`src/rtl/adder_result_fmt.sv`:
```
`default_nettype none
// ============================================================================
//  Module      : adder_result_fmt
//  Description : Formats each adder result as an ASCII line
//                (PREFIX, carry digit, hex sum digit, CR? LF) and feeds it
//                byte by byte into a UART transmitter through a
//                start/ready handshake. A one-entry pending buffer holds a
//                result that arrives while a line is still being sent.
//  Revision    : 1.0 - initial release
// ============================================================================
module adder_result_fmt #(
    parameter logic [7:0] PREFIX   = 8'h3D,
    parameter bit         EOL_CRLF = 1'b1
) (
    input  logic       clk,
    input  logic       rst,
    input  logic       result_valid,
    input  logic [3:0] result,
    input  logic       carry,
    input  logic       tx_ready,
    output logic       tx_start,
    output logic [7:0] tx_data,
    output logic       busy,
    output logic       overrun
);

    // Index of the final byte of a line (LF).
    localparam logic [2:0] c_LAST_IDX = EOL_CRLF ? 3'd4 : 3'd3;

    localparam logic [2:0] c_ST_IDLE  = 3'd0;
    localparam logic [2:0] c_ST_SEND  = 3'd1;
    localparam logic [2:0] c_ST_WLOW  = 3'd2;
    localparam logic [2:0] c_ST_WHIGH = 3'd3;
    localparam logic [2:0] c_ST_DONE  = 3'd4;

    // Registered state
    logic [2:0] r_state;
    logic [2:0] r_idx;
    logic [4:0] r_line;        // {carry, result} of the line being sent
    logic [4:0] r_pend;        // {carry, result} waiting for the next line
    logic       r_pend_valid;
    logic       r_tx_start;
    logic [7:0] r_tx_data;
    logic       r_overrun;

    // Next-state values
    logic [2:0] w_state_nxt;
    logic [2:0] w_idx_nxt;
    logic [4:0] w_line_nxt;
    logic [4:0] w_pend_nxt;
    logic       w_pend_valid_nxt;
    logic       w_tx_start_nxt;
    logic [7:0] w_tx_data_nxt;
    logic       w_overrun_nxt;

    logic       w_pend_take;   // pending entry moves into the line register
    logic       w_to_pend;     // incoming result is parked in pending
    logic [7:0] w_hex;
    logic [7:0] w_byte;

    // Select the ASCII byte for the current index from the line register.
    always_comb begin
        w_hex = 8'h00;
        if (r_line[3:0] < 4'd10) begin
            w_hex = 8'h30 + {4'h0, r_line[3:0]};
        end else begin
            w_hex = 8'h37 + {4'h0, r_line[3:0]};
        end
        case (r_idx)
            3'd0:    w_byte = PREFIX;
            3'd1:    w_byte = {7'h18, r_line[4]};
            3'd2:    w_byte = w_hex;
            3'd3:    w_byte = EOL_CRLF ? 8'h0D : 8'h0A;
            default: w_byte = 8'h0A;
        endcase
    end

    // Pending buffer: any result not taken straight from IDLE is parked here;
    // a full buffer is overwritten by the newest result unless it is being
    // handed to the line register in the same cycle.
    always_comb begin
        w_pend_take      = ((r_state == c_ST_IDLE) || (r_state == c_ST_DONE)) && r_pend_valid;
        w_to_pend        = result_valid && ((r_state != c_ST_IDLE) || r_pend_valid);
        w_pend_nxt       = r_pend;
        w_pend_valid_nxt = r_pend_valid;
        w_overrun_nxt    = r_overrun;
        if (w_to_pend) begin
            w_pend_nxt       = {carry, result};
            w_pend_valid_nxt = 1'b1;
            if (r_pend_valid && !w_pend_take) begin
                w_overrun_nxt = 1'b1;
            end
        end else if (w_pend_take) begin
            w_pend_valid_nxt = 1'b0;
        end
    end

    // Line sequencer: next state, byte index, line register and tx outputs.
    always_comb begin
        w_state_nxt    = r_state;
        w_idx_nxt      = r_idx;
        w_line_nxt     = r_line;
        w_tx_start_nxt = 1'b0;
        w_tx_data_nxt  = r_tx_data;
        case (r_state)
            c_ST_IDLE: begin
                // A parked result is older than one arriving now, serve it first.
                if (r_pend_valid) begin
                    w_line_nxt  = r_pend;
                    w_idx_nxt   = 3'd0;
                    w_state_nxt = c_ST_SEND;
                end else if (result_valid) begin
                    w_line_nxt  = {carry, result};
                    w_idx_nxt   = 3'd0;
                    w_state_nxt = c_ST_SEND;
                end
            end
            c_ST_SEND: begin
                w_tx_data_nxt = w_byte;
                if (tx_ready) begin
                    w_tx_start_nxt = 1'b1;
                    w_state_nxt    = c_ST_WLOW;
                end
            end
            c_ST_WLOW: begin
                if (!tx_ready) begin
                    w_state_nxt = c_ST_WHIGH;
                end
            end
            c_ST_WHIGH: begin
                if (tx_ready) begin
                    if (r_idx == c_LAST_IDX) begin
                        w_state_nxt = c_ST_DONE;
                    end else begin
                        w_idx_nxt   = r_idx + 3'd1;
                        w_state_nxt = c_ST_SEND;
                    end
                end
            end
            c_ST_DONE: begin
                if (r_pend_valid) begin
                    w_line_nxt  = r_pend;
                    w_idx_nxt   = 3'd0;
                    w_state_nxt = c_ST_SEND;
                end else begin
                    w_state_nxt = c_ST_IDLE;
                end
            end
            default: begin
                w_state_nxt = c_ST_IDLE;
            end
        endcase
    end

    // State and datapath registers; reset discards any line and pending result.
    always_ff @(posedge clk or posedge rst) begin
        if (rst) begin
            r_state      <= c_ST_IDLE;
            r_idx        <= 3'd0;
            r_line       <= 5'd0;
            r_pend       <= 5'd0;
            r_pend_valid <= 1'b0;
            r_tx_start   <= 1'b0;
            r_tx_data    <= 8'h00;
            r_overrun    <= 1'b0;
        end else begin
            r_state      <= w_state_nxt;
            r_idx        <= w_idx_nxt;
            r_line       <= w_line_nxt;
            r_pend       <= w_pend_nxt;
            r_pend_valid <= w_pend_valid_nxt;
            r_tx_start   <= w_tx_start_nxt;
            r_tx_data    <= w_tx_data_nxt;
            r_overrun    <= w_overrun_nxt;
        end
    end

    assign tx_start = r_tx_start;
    assign tx_data  = r_tx_data;
    assign overrun  = r_overrun;
    assign busy     = (r_state != c_ST_IDLE) || r_pend_valid;

endmodule
`default_nettype wire

```
`config.mk`:
```
export PLATFORM = sky130hd
export DESIGN_NAME = adder_result_fmt
export DESIGN_NICKNAME = d
export VERILOG_FILES = /design/src/rtl/adder_result_fmt.sv
export SDC_FILE = /design/constraint.sdc
export NUM_CORES = 1
export LEC_CHECK = 0
export CAP_MARGIN = 10
export CORE_UTILIZATION = 52
export CTS_BUF_LIST = sky130_fd_sc_hd__clkbuf_4 sky130_fd_sc_hd__clkbuf_8 sky130_fd_sc_hd__clkbuf_16
export CTS_CLUSTER_SIZE = 10
export DETAILED_ROUTE_END_ITERATION = 8
export PLACE_DENSITY = 0.78
export SLEW_MARGIN = 20
export SYNTH_ARGS = -nofsm -noshare
export SYNTH_HDL_FRONTEND = slang
export SYNTH_SLANG_ARGS = --single-unit
```
`constraint.sdc`:
```
create_clock -name clk -period 2.02 [get_ports clk]
set_clock_uncertainty 0.1 [all_clocks]
set_input_delay 0.404 -clock clk [delete_from_list [all_inputs] [get_ports clk]]
set_output_delay 0.404 -clock clk [all_outputs]
set_load 0.05 [all_outputs]
```
==> parameters.txt <==
Parameter                              Value

Worst setup path
  Slowest stage cell, crit path ... clkdlybuf4s50_1
  Maximum net fanout on the critical path ... 1
  Worst R2R Setup Slack ... 330 ps
  Critical R2R Launch ... r_idx[2]
  Kind of start point of the critical path ... register
  Biggest cell delay along the critical path ... about 800 ps
  Classification of the worst setup path ... reg2out
  CP startpoint ... tx_start
  Endpoint of the most critical setup path ... tx_start
  Data required, critical path ... ~1500 ps
  Total buffers and inverters traversed by the critical path ... 1
  Cells traversed along the worst timing path ... clkdlybuf4s50_1
  Reg-to-reg critical path endpoint ... tx_data[0]
  Number of cells on the critical path ... 1
  Number of cells on the worst reg-to-reg path ... 5
  Data arrival, critical path ... 1460 ps
  CP delay by family, top ... buffers and inverters
  Worst setup EP type ... output port

Hold path
  Hold Path Class ... in2async

Drt
  Via/cell ratio ... 5.56
  Number of iterations in the first detailed-routing pass ... 4
  Remaining DRCs ... 0
  Routed WL per cell ... between 10 and 15 µm
  DRC marker count from the first detailed-route iteration ... 39
  Number of routed nets with antenna violations ... 0
  Routed vias ... just under 1,000
  Wirelength, routed ... 2340 µm

GRT
  First-pass GRT wire length ... about 4000 µm
  Total congestion overflow ... 0
  Number of antenna violations at the first check in global routing ... 0
  Overall routing resource usage ... ~20%
  Via count of the first global-routing pass ... 910
  Pin count of the biggest net entering global routing ... 27

Layout
  FF/Latch Area ... 651 µm²
  Multi-input logic area ... around 600 µm²
  Number of inserted filler cells in the final layout ... 170
  Share of layout cells above drive strength 1 ... ~16%
  Util after Layout ... roughly 70%
  Post-Layout Cell Count ... between 150 and 200
  Antenna cells ... 0
  Area growth from synthesis to layout ... 20.7%
  Final instance area ... 1570 µm²
  Nets ... ~170

Synth
  Most frequent cell after synthesis ... dfrtp_1
  Synth Register Bits ... 26
  Synthesized net count ... ~140
  Async set or reset register ratio after synthesis ... 100%
  Cell area after technology mapping ... between 1000 and 1500 µm²
  Cell variety after synth ... 35
  Post-synthesis sequential area ratio ... around half
  Prevailing post-synth register cell ... dfrtp_1
  Ranking of synthesized cells by instance count ... 26 x dfrtp_1, 18 x nor2_1, 17 x nand2_1
  Cell taking the most area after synthesis ... dfrtp_1
  Synth top area cells ... dfrtp_1 50%, ha_1 5.8%, nor2_1 5.2%, nand2_1 4.9%, mux2_2 4.3%
  Synth Warn # ... 0
  Mean cell area of the mapped netlist ... about 10 µm²
  Mapped Cells ... about 130
  Area share of the leading cell type in the synthesized netlist ... about 50%
  Number of synthesized flops with an enable pin ... 0

Clock network
  CTS Buf Count ... 3
  Clk sink count ... 26
  Maximum buffer depth of the clock tree ... 2
  TritonCTS clock tree ... yes
  Number of levels the H-tree was split into ... 1
  Clock root buffer master ... clkbuf_4
  Source-to-sink clock delay at the later pin of the worst-skew pair ... roughly 320 ps
  Clock-pin slew on the worst setup and hold paths ... 140 ps
  Hold-fix buffers, CTS ... 0

Run
  Max-capacitance violation count ... 0

Power and ir drop
  Total chip power ... around 2.5 mW
  Worst voltage drop across the vdd grid ... 0.000984 V
  Power per standard cell area ... 1610 nW/µm²
  Leakage power ... around 0.79 nW

Placement
  Number of cells after detailed placement ... around 170
  Setup WS pre-CTS ... 98.4 ps
  DP HPWL ... approximately 1700 µm
  Total cell area at the placement stage ... around 1500 µm²
  Count of input and output buffers ... 18
  Weighted congestion reported at the end of routability-driven placement ... roughly 0.84

Floorplan
  Count of pins on the block boundary ... 20
  Chip width ... between 50 and 60 µm
  Number of rows created at floorplan ... 17
  Die footprint ... ~2700 µm²
  Core region area ... 2280 µm²
  Initial Util ... 57.2%
  Die Height ... around 52 µm

STA
  Fin crit share ... roughly 97%
  Hold Vio Cnt, Final ... 0
  Final count of pins violating max slew ... 0
  Transition at the pin with the smallest max-transition slack ... between 500 and 600 ps
  Worst rel slew slack ... between 60% and 70%
  Setup-violating endpoint count in the final report ... 0
  Final Critical Period ... 1970 ps
  Post-route worst hold slack ... approximately 310 ps
  Worst path setup slack after routing ... about 53 ps
  RSZ-0062 raised after global routing ... false
  Setup total negative slack ... 0 ps
  Max Fclk ... between 500 and 600 MHz

Run status
  Run status ... complete, no violations
==> what timing repair did <==
action	in CTS	in global routing
resized for setup	0	8
hold endpoints to repair	0	0
endpoints found under the setup margin	0	8
buffers inserted	0	0
==> how the worst min path moves through the flow <==
stage	endpoint	startpoint	cells past startpoint	slack, ps
2_1_floorplan	overrun	rst	1	340
3_3_place_gp	overrun	overrun	1	350
3_5_place_dp	overrun	overrun	1	360
4_1_cts	r_pend[1]	rst	3	340
5_1_grt	r_pend[3]	rst	3	370
6_report	r_pend[3]	rst	3	310
==> flip-flops by register name, summed over array words and instances (netlist names) <==
name          flops
overrun           1
r_idx             3
r_line            5
r_pend            5
r_pend_valid      1
r_state           3
tx_data           7
tx_start          1
==> cell type report <==
cell class | count | area share (%)
sequential | 26 | 41.4
clock inverter | 1 | 1.91
inverter | 9 | 2.15
timing repair buffer | 19 | 12.7
tap | 28 | 2.23
multi-input combinational | 91 | 38.2
clock buffer | 3 | 1.43
==> layout by cell type (no fill, tap or decap), types with 2 or more instances in the layout <==
cell,instances
a22o_1,2
a31oi_1,2
dfrtp_1,26
ha_1,6
a21oi_1,5
nand3_1,2
clkbuf_4,3
buf_4,3
o21ai_0,6
mux2_2,5
nand2_1,17
o31ai_1,2
a22o_2,2
o22ai_1,5
nor2_1,17
inv_1,9
dlymetal6s2s_1,7
clkdlybuf4s50_1,9
==> metal layers <==
metal  track usage (%)  share of wire [%]  vias up
met2              33.5                 49       28
met3              6.43                5.2        2
met4              4.50               0.60        0
met1              25.1                 45      467
met5                 0                  0        -
li1                  -                  -      487
==> report_power, final <==
| group | internal [mW] | total (mW) | leakage, nW | switching, mW |
|---|---|---|---|---|
| combinational | 0.507 | 1.25 | 0.456 | 0.746 |
| clock | 0.201 | 0.350 | 0.0279 | 0.149 |
| sequential | 0.717 | 0.928 | 0.307 | 0.210 |
| total | 1.43 | 2.53 | 0.791 | 1.11 |
==> logic make-up after synthesis <==
group | count (synthesis) | synth area share (%)
and+or+nand+nor | 45 | 15.9
AOI/OAI and AO/OA | 31 | 17.2
DFF | 26 | 50.0
buffers and inverters | 12 | 4.13
adders and majority gates | 6 | 5.76
muxes | 6 | 5.47
xor gates and xnor gates | 2 | 1.35
other | 1 | 0.288
Power figures use the tool's default switching activity.
